[src/rtl/store_sequencer.sv]
// store_sequencer: multi-cycle controller for the store datapath.
// Walks one store request through register read, address generation and
// memory write, rejecting word-misaligned addresses and counting commits.
module store_sequencer #(
    parameter int unsigned ADDR_W = 32,
    parameter int unsigned DATA_W = 32,
    parameter int unsigned RA_W   = 5,
    parameter int unsigned CNT_W  = 16
) (
    input  logic              clk,
    input  logic              reset,
    input  logic              req_valid,
    output logic              req_ready,
    input  logic [RA_W-1:0]   req_base,
    input  logic [RA_W-1:0]   req_src,
    input  logic [15:0]       req_offset,
    output logic [RA_W-1:0]   rf_raddr1,
    output logic [RA_W-1:0]   rf_raddr2,
    input  logic [DATA_W-1:0] rf_rdata1,
    input  logic [DATA_W-1:0] rf_rdata2,
    output logic [15:0]       sext_in,
    input  logic [ADDR_W-1:0] sext_out,
    output logic [ADDR_W-1:0] alu_a,
    output logic [ADDR_W-1:0] alu_b,
    output logic [2:0]        alu_ctrl,
    input  logic [ADDR_W-1:0] alu_result,
    output logic [ADDR_W-1:0] mem_addr,
    output logic [DATA_W-1:0] mem_wdata,
    output logic              mem_we,
    output logic              done,
    output logic              fault,
    output logic [CNT_W-1:0]  store_count
);

    localparam int unsigned OFF_W   = 16;
    localparam logic [2:0]  ALU_ADD = 3'b010;

    typedef enum logic [2:0] {
        S_IDLE,
        S_READ,
        S_ADDR,
        S_WRITE,
        S_RESP
    } state_e;

    state_e              state_q, state_d;
    logic [RA_W-1:0]     base_idx_q, base_idx_d;
    logic [RA_W-1:0]     src_idx_q, src_idx_d;
    logic [OFF_W-1:0]    offset_q, offset_d;
    logic [ADDR_W-1:0]   base_q, base_d;
    logic [DATA_W-1:0]   data_q, data_d;
    logic [ADDR_W-1:0]   addr_q, addr_d;
    logic                fault_q, fault_d;
    logic [CNT_W-1:0]    count_q, count_d;

    // State and latch registers; reset aborts any request in flight.
    always_ff @(posedge clk or negedge reset) begin
        if (!reset) begin
            state_q    <= S_IDLE;
            base_idx_q <= '0;
            src_idx_q  <= '0;
            offset_q   <= '0;
            base_q     <= '0;
            data_q     <= '0;
            addr_q     <= '0;
            fault_q    <= 1'b0;
            count_q    <= '0;
        end else begin
            state_q    <= state_d;
            base_idx_q <= base_idx_d;
            src_idx_q  <= src_idx_d;
            offset_q   <= offset_d;
            base_q     <= base_d;
            data_q     <= data_d;
            addr_q     <= addr_d;
            fault_q    <= fault_d;
            count_q    <= count_d;
        end
    end

    // Next-state, latch updates and per-phase datapath control.
    always_comb begin
        state_d    = state_q;
        base_idx_d = base_idx_q;
        src_idx_d  = src_idx_q;
        offset_d   = offset_q;
        base_d     = base_q;
        data_d     = data_q;
        addr_d     = addr_q;
        fault_d    = fault_q;
        count_d    = count_q;

        req_ready  = 1'b0;
        rf_raddr1  = '0;
        rf_raddr2  = '0;
        sext_in    = '0;
        alu_a      = '0;
        alu_b      = '0;
        alu_ctrl   = ALU_ADD;
        mem_addr   = '0;
        mem_wdata  = '0;
        mem_we     = 1'b0;
        done       = 1'b0;
        fault      = 1'b0;

        case (state_q)
            S_IDLE: begin
                req_ready = 1'b1;
                if (req_valid) begin
                    base_idx_d = req_base;
                    src_idx_d  = req_src;
                    offset_d   = req_offset;
                    state_d    = S_READ;
                end
            end
            S_READ: begin
                rf_raddr1 = base_idx_q;
                rf_raddr2 = src_idx_q;
                base_d    = rf_rdata1;
                data_d    = rf_rdata2;
                state_d   = S_ADDR;
            end
            S_ADDR: begin
                sext_in = offset_q;
                alu_a   = base_q;
                alu_b   = sext_out;
                addr_d  = alu_result;
                // Only word alignment is checked; wrap-around is legal.
                if (alu_result[1:0] != 2'b00) begin
                    fault_d = 1'b1;
                    state_d = S_RESP;
                end else begin
                    fault_d = 1'b0;
                    state_d = S_WRITE;
                end
            end
            S_WRITE: begin
                mem_we    = 1'b1;
                mem_addr  = addr_q;
                mem_wdata = data_q;
                state_d   = S_RESP;
            end
            S_RESP: begin
                done  = 1'b1;
                fault = fault_q;
                // Saturate rather than wrap at all-ones.
                if (!fault_q && (count_q != {CNT_W{1'b1}})) begin
                    count_d = count_q + CNT_W'(1);
                end
                state_d = S_IDLE;
            end
            default: begin
                state_d = S_IDLE;
            end
        endcase
    end

    assign store_count = count_q;

endmodule
[config.mk]
export PLATFORM = sky130hd
export DESIGN_NAME = store_sequencer
export DESIGN_NICKNAME = d
export VERILOG_FILES = /design/src/rtl/store_sequencer.sv
export SDC_FILE = /design/constraint.sdc
export NUM_CORES = 1
export LEC_CHECK = 0
export CAP_MARGIN = 40
export CORE_MARGIN = 5
export CORE_UTILIZATION = 44
export CTS_CLUSTER_SIZE = 24
export DETAILED_ROUTE_END_ITERATION = 8
export GPL_ROUTABILITY_DRIVEN = 0
export PLACE_DENSITY = 0.87
export SYNTH_ARGS = -nofsm -noshare
export SYNTH_HDL_FRONTEND = slang
export SYNTH_SLANG_ARGS = --single-unit
[constraint.sdc]
create_clock -name clk -period 3.1 [get_ports clk]
set_clock_uncertainty 0.05 [all_clocks]
set_input_delay 0.62 -clock clk [delete_from_list [all_inputs] [get_ports clk]]
set_output_delay 0.62 -clock clk [all_outputs]
set_load 0.03 [all_outputs]
# Yosys cells after proc, flatten, opt, wreduce, memory -nomap -nowiden
# Index checks and enable logic that the tools add are counted.
[classes]
n_addsub = 1
multipliers = 0
div_mod_pow = 0
magnitude_cmp = 0
n_eq_ne = 6
n_shift = 0
n_mux = 15
n_bitwise = 0
n_reduce_logical = 6
[ops]
columns = ["op", "count"]
rows = [
  ["two-way mux 32 bit", 4],
  ["adder 16 x 1 -> 16 bit (second input constant)", 1],
  ["two-way mux 16 bit", 1],
  ["!= test 16 bit (second input constant)", 1],
  ["case mux 3 bit (4 select lines)", 1],
  ["two-way mux 5 bit", 2],
  ["== test 3 x 2 -> 1 bit (second input constant)", 2],
  ["two-way mux 3 bit", 2],
  ["two-way mux 1 bit", 5],
  ["AND reduction 2 bit", 2],
  ["== test 3 x 1 -> 1 bit (second input constant)", 1],
  ["== test 3 bit (second input constant)", 1],
  ["logical NOT 3 bit", 1],
  ["!= test 2 bit (second input constant)", 1],
  ["nonzero test 2 bit", 1],
  ["logical AND 1 bit", 1],
  ["logical NOT 1 bit", 1],
]
[totals]
regBits = 142
latchBits = 0
ram_bits = 0
mem_bits_ro = 0
out_inout_bits = 177
word_cells = 37
n_memories = 0

# Depth between registers and ports, before layout
# Gate-level depths: netlist (run 1).
[logic_depth]
depth_word = 3
depth_mapped = 6
ltp_nobuf = 5

# Worst setup path before layout (run 1)
# No wires, ideal clock.
[synth_path]
path_kind = "flip-flop to output port"
startpoint = "register state_q[1]"
endpoint = "output fault"
t_arrival_ps = 1661
required_ps = 2430
slack_ps = 769
stages_incl_launch_ff = 3
cell_sequence = "dfrtp_1 nor3b_1 and2_1"
[synth_between]
elab_chain_len = 2
[synth_lines]
columns = ["element", "line_no", "source"]
rows = [
  ["start: declaration", "46", "state_e state_q, state_d;"],
  ["start signal: assignment", "69", "state_q <= state_d;"],
  ["== test 3 bit", "106", "case (state_q)"],
  ["two-way mux 1 bit", "106", ""],
  ["end: declaration", "31", "output logic fault,"],
]
# Every way passes these cells.

# Final worst setup path (run 1)
[layout_path]
startpoint = "register state_q[1]"
endpoint = "output mem_wdata[3]"
[layout_between]
elab_chain_len = 2
[layout_lines]
columns = ["element", "line_no", "source"]
rows = [
  ["== test 3 x 2 -> 1 bit", "106", ""],
  ["two-way mux 32 bit", "106", ""],
  ["end: declaration", "28", "output logic [DATA_W-1:0] mem_wdata,"],
]
# Every way passes these cells.

==> impl_metrics.tcl, run 1 <==
set metrics [dict create \
    grt-ovfl-total 0 \
    status "complete, no violations" \
    worst_slack_ns 0.0765 \
    drv_slew 0 \
    relSlewSlack_pct 63.0 \
    ys_ff_latch 142 \
    finalInstanceArea_um2 10900 \
    syn_area_um2 6600 \
    max_freq_ghz 0.331 \
    synth_area_leaders "dfrtp_1 (54%), mux2_1 (21%), and2_1 (15%)" \
    finalCritPeriodShare_pct 97.5 \
    avgSynthCellArea_um2 12.5 \
    antenna_cells 0 \
    min_period_ns 3.02 \
    synth_area_leader_cell "dfrtp_1" \
    coreArea_um2 14600 \
    numCtsBuffers 17 \
    synth_cell_type_count 34 \
    grt_pass1_wl_um 31100 \
    cts_tree "done" \
    synth-edff-count 0 \
    drive_above_1_share_pct 6.83 \
    grtUsageTotal_pct 22.6 \
    ioPinCount 334 \
    dr.pass1.iters 4 \
    clock_sinks 142 \
    synthArstFlopShare_pct 100 \
    holdBufCountCts 0 \
    ir_drop_mv 0.662 \
    final_common_cell "clkdlybuf4s50_1" \
    worst_pin_slew_ns 0.553 \
    multi_input_area_um2 2900 \
    antenna_found_initial 0 \
    die_height_um 132 \
    fin_cells 1048 \
    most-common-layout-cells "clkdlybuf4s50_1 (192), and2_1 (156), dfrtp_1 (142)" \
    hp-class "in -> async" \
    cp_max_fo 47 \
    start_util_pct 45.0 \
    grt_pass1_vias 5581 \
    synth_top_area_share_pct 53.9 \
    seqCellArea_um2 3550 \
    final-hold-violation-count 0 \
    seq_area_frac_synth_pct 53.9 \
    power_leakage_nw 6.13 \
    ant_nets 0 \
    drtIter0Drc 209 \
    avgRoutedWirePerCell_um 19.2 \
    crit_type "reg -> out" \
    viasPerCell 4.91 \
    end_kind "primary output" \
    clkLatencyLatePin_ns 0.42 \
    clkTransAtPathRegs_ns 0.06 \
    required_ns 2.43 \
    dp.cells 1017 \
    port_buffers 330 \
    placed_cell_area_um2 10100 \
    fin_util_pct 74.3 \
    hpwlAfterDp_um 15300 \
    drt_wl_total_um 20100 \
    powerDensity_nw_per_um2 805 \
    synthFlopType "dfrtp_1" \
    yosys_warnings 0 \
    finalSetupTns_ns 0 \
    place_ws_ns 0.329 \
    start_kind "register" \
    nNetsFinal 1010 \
    fillCellCount 958 \
    drc 0 \
    syn_to_final_growth_pct 64.9 \
    root_buffer "clkbuf_16" \
    maxCapViolCount 0 \
    htree_levels 4 \
    synth_cells 526 \
    die_area_um2 17500 \
    cts_buffer_depth 2 \
    route.vias.total 5147 \
    die_w_um 132 \
    grt_max_degree 76 \
    num_rows 44 \
    setup_viol 0 \
    worstPathArrival_ns 2.35 \
]
[layer usage]
| layer | up-vias | GRT usage (%) | share of wire, % |
|---|---|---|---|
| met2 | 211 | 39.7 | 52 |
| met5 | - | 0 | 0 |
| met1 | 2494 | 25.6 | 39 |
| met3 | 30 | 8.47 | 7.6 |
| met4 | 0 | 6.81 | 1.8 |
| li1 | 2412 | - | - |
[final timing paths]
path / to / startpoint / cells after the start / slack [ns]
max: mem_wdata[3] / state_q[1]$_DFFE_PN0P_ / 5 / 0.08
min: data_q[15]$_DFFE_PN0N_ / reset / 1 / 0.05
max reg2reg: base_q[28]$_DFFE_PN0N_ / state_q[0]$_DFFE_PN0P_ / 5 / 1.00
min reg2reg: base_q[14]$_DFFE_PN0N_ / base_q[14]$_DFFE_PN0N_ / 1 / 0.42
max in group asynchronous: addr_q[13]$_DFFE_PN0N_ / reset / 2 / 2.11
min in group clk: base_q[14]$_DFFE_PN0N_ / base_q[14]$_DFFE_PN0N_ / 1 / 0.42
[synth_stat cells, types with 2 or more instances]
library cell	count
clkbuf_1	17
buf_4	3
nor3_1	5
nand3_1	3
nand2b_1	2
nor2_1	9
dfrtp_1	142
conb_1	2
mux2_1	123
and2_1	156
inv_1	2
nor3b_1	2
nor4b_2	3
buf_2	14
nor4_2	3
nand4_1	5
nand2_1	5
xor2_1	12
a21oi_1	3
[cells by family (layout without fill, tap and decap cells)]
kind of cell | count (synthesis) | after routing | synth area share (%)
mux | 124 | 124 | 21.2
fa+ha+maj | 1 | 1 | 0.190
flops | 142 | 142 | 53.9
other cells | 2 | 3 | 0.114
buf+inv | 37 | 374 | 2.54
compound gates | 8 | 8 | 0.892
xor+xnor | 13 | 13 | 1.73
simple gates | 199 | 199 | 19.5
[registers in the layout, indices dropped and copies added, names as in the netlist]
register	count
addr_q	32
base_idx_q	5
base_q	32
data_q	32
fault_q	1
offset_q	16
src_idx_q	5
state_q	3
store_count	16
[critical path: stages, from the launching register on]
cell and delay (ns):
dfrtp_1 0.50, nand2b_1 0.21, nor2_4 0.17, buf_12 0.21, and2_1 0.17, clkdlybuf4s50_1 0.67
[through the flow]
stage	hold WS [ns]	total power [mW]
finish	0.0535	8.76
global route	0.0733	9.27
CTS	0.0596	8.91
detailed placement	0.416	6.87
global placement	0.409	6.68
floorplan	0.274	5.31
[cell type report]
cell class              instances  share of cell area (%)
repair buffers                340                    32.9
well taps                     184                    2.12
clock buffers                  19                    4.07
inverters                       3                   0.104
clock inverters                12                    1.55
flip-flops and latches        142                    32.7
multi-input cells             348                    26.6
[where the power goes]
group	switching [mW]	leakage [nW]	internal (mW)
Combinational	1.88	4.13	1.62
Clock	0.749	0.298	1.35
Sequential	0.437	1.70	2.72
[repair_timing]
item,CTS,global route
gates cloned,0,0
resized for setup,53,81
setup buffers,0,0
endpoints found under the setup margin,80,81
Note: power is estimated with default switching activity, not from simulation.
==> run 2, diff against run 1 <==
- CAP_MARGIN: 40 -> not set
- CORE_AREA: not set -> 2 2 130 132
- CORE_MARGIN: 5 -> not set
- CORE_UTILIZATION: 44 -> not set
- DIE_AREA: not set -> 0 0 132 134
- PLACE_DENSITY: 0.87 -> 0.81
==> impl_metrics.tcl, run 2 (same netlist as run 1, synthesis figures left out) <==
set metrics [dict create \
    status "complete, no violations" \
    port_buffers 330 \
    final_common_cell "clkdlybuf4s50_1" \
    met2_usage_pct 34.8 \
    drtIter0Drc 176 \
    cts_buffer_depth 2 \
    num_rows 47 \
    clkLatencyLatePin_ns 0.41 \
    p_seq_share_pct 36.5 \
    syn_to_final_growth_pct 65.8 \
    cp_slowest_stage_delay_ns 0.69 \
    die_w_um 132 \
    rrSetupSlack_ns 1.07 \
    placed_cell_area_um2 10200 \
    ir_drop_mv 0.526 \
    path_buf_inv 3 \
    setup_viol 0 \
    final-hold-violation-count 0 \
    min_period_ns 2.91 \
    antenna_found_initial 0 \
    grt_pass1_vias 5166 \
    powerDensity_nw_per_um2 793 \
    required_ns 2.43 \
    antenna_cells 0 \
    drc 0 \
    grtUsageTotal_pct 20.6 \
    drt_wl_total_um 18300 \
    cp_cell_sequence "inv_2 > nor3_2 > buf_4 > and2_1 > clkdlybuf4s50_1" \
    clkTransAtPathRegs_ns 0.06 \
    ant_nets 0 \
    regToRegEndpoint "store_count[1]$_DFFE_PN0P_" \
    grt_max_degree 68 \
    crit_slowest_cell "clkdlybuf4s50_1" \
    hold_ws_ns 0.141 \
    numCtsBuffers 17 \
    p_int_mw 5.64 \
    pwr-share-clk_pct 23.4 \
    switching_power_mw 3.03 \
    hpwlAfterDp_um 13500 \
    die_area_um2 17700 \
    maxCapViolCount 0 \
    most-common-layout-cells "clkdlybuf4s50_1 (185), and2_1 (156), dfrtp_1 (140)" \
    relSlewSlack_pct 57.8 \
    rsz0062_at_grt "no" \
    drive_above_1_share_pct 6.71 \
    clock_sinks 142 \
    place_ws_ns 0.419 \
    root_buffer "clkbuf_16" \
    r2r-start "store_count[0]$_DFFE_PN0P_" \
    worst-path-stages 5 \
    cp_max_fo 12 \
    reg.largest.list "addr_q x32, base_q x32, data_q x32" \
    drv_slew 0 \
    ioPinCount 334 \
    holdBufCountCts 0 \
    htree_levels 4 \
    worstPathArrival_ns 2.24 \
    r2r_cells 5 \
    coreArea_um2 16300 \
    grt_util_met3_pct 5.93 \
    worst_pin_slew_ns 0.633 \
    met1_usage_pct 25.4 \
    dr.pass1.iters 4 \
    nNetsFinal 1011 \
    crit_type "reg -> out" \
    worst_slack_ns 0.187 \
    grt-ovfl-total 0 \
    switching_share_pct 35.0 \
    grt.busiest_layer "met2" \
    finalSetupTns_ns 0 \
    avgRoutedWirePerCell_um 16.9 \
    crit_family "buffers and inverters" \
    start_util_pct 40.5 \
    hp-class "in -> async" \
    viasPerCell 4.67 \
    end_kind "primary output" \
    cts_tree "done" \
    max_freq_ghz 0.343 \
    die_height_um 134 \
    postCtsSetupBuffers 0 \
    start_kind "register" \
    finalCritPeriodShare_pct 94.0 \
    finalInstanceArea_um2 10900 \
    fillCellCount 1238 \
    grt_pass1_wl_um 28300 \
    power_mw 8.67 \
    pwr-share-comb_pct 40.1 \
    route.vias.total 5058 \
    power_leakage_nw 6.30 \
]
## run 2: area by class of cell
cell class | count | area (um2) | share of cell area (%)
Clock buffer | 18 | 439 | 4.02
Tap cell | 220 | 275 | 2.52
Sequential cell | 142 | 3560 | 32.5
Timing Repair Buffer | 341 | 3610 | 33.0
Clock inverter | 12 | 146 | 1.34
Inverter | 3 | 11.3 | 0.103
Multi-Input combinational cell | 348 | 2900 | 26.5
## run 2: what timing repair did
item,CTS,global route
endpoints found under the setup margin,54,100
endpoints found under the hold margin,0,0
gates resized for setup,54,92
## run 2: how the worst max path moves through the flow
stage | end | from | slack (ns)
finish | rf_raddr2[2] | state_q[0]$_DFFE_PN0P_ | 0.19
global route | rf_raddr1[0] | state_q[0]$_DFFE_PN0P_ | 0.03
CTS | sext_in[11] | state_q[1]$_DFFE_PN0P_ | 0.001
detailed placement | alu_b[17] | state_q[1]$_DFFE_PN0P_ | 0.42
global placement | alu_b[27] | state_q[1]$_DFFE_PN0P_ | 0.46
floorplan | fault | state_q[1]$_DFFE_PN0P_ | 0.77
## run 2: power groups by stage
stage	Combinational (mW)	Sequential (mW)	Clock (mW)
3_3_place_gp	3.58	3.17	0
6_report	3.48	3.17	2.03
5_1_grt	3.75	3.28	2.15
3_5_place_dp	3.65	3.20	0
2_1_floorplan	2.27	3.04	0
4_1_cts	3.56	3.18	2.08
## run 2: routing by layer
metal	up-vias	share of wire, %
li1	2401	-
met1	2430	42
met2	199	50
met3	28	7.0
met4	0	1.8
met5	-	0
## run 2: worst reg2reg max path: stages (launching register included)
cell and delay, ns:
dfrtp_1 0.48, ha_1 0.39, nand4_1 0.15, nor4_2 0.36
nor2b_1 0.15, mux2_1 0.33
## run 2: per-stage QoR
| step | std cells | utilization (%) |
|---|---|---|
| 3_5_place_dp | 1054 | 62.5 |
| 4_1_cts | 1084 | 65.7 |
| 6_report | 1084 | 67.1 |
| 2_1_floorplan | 527 | - |
| 3_3_place_gp | 1054 | 62.5 |
| 5_1_grt | 1084 | 67.1 |
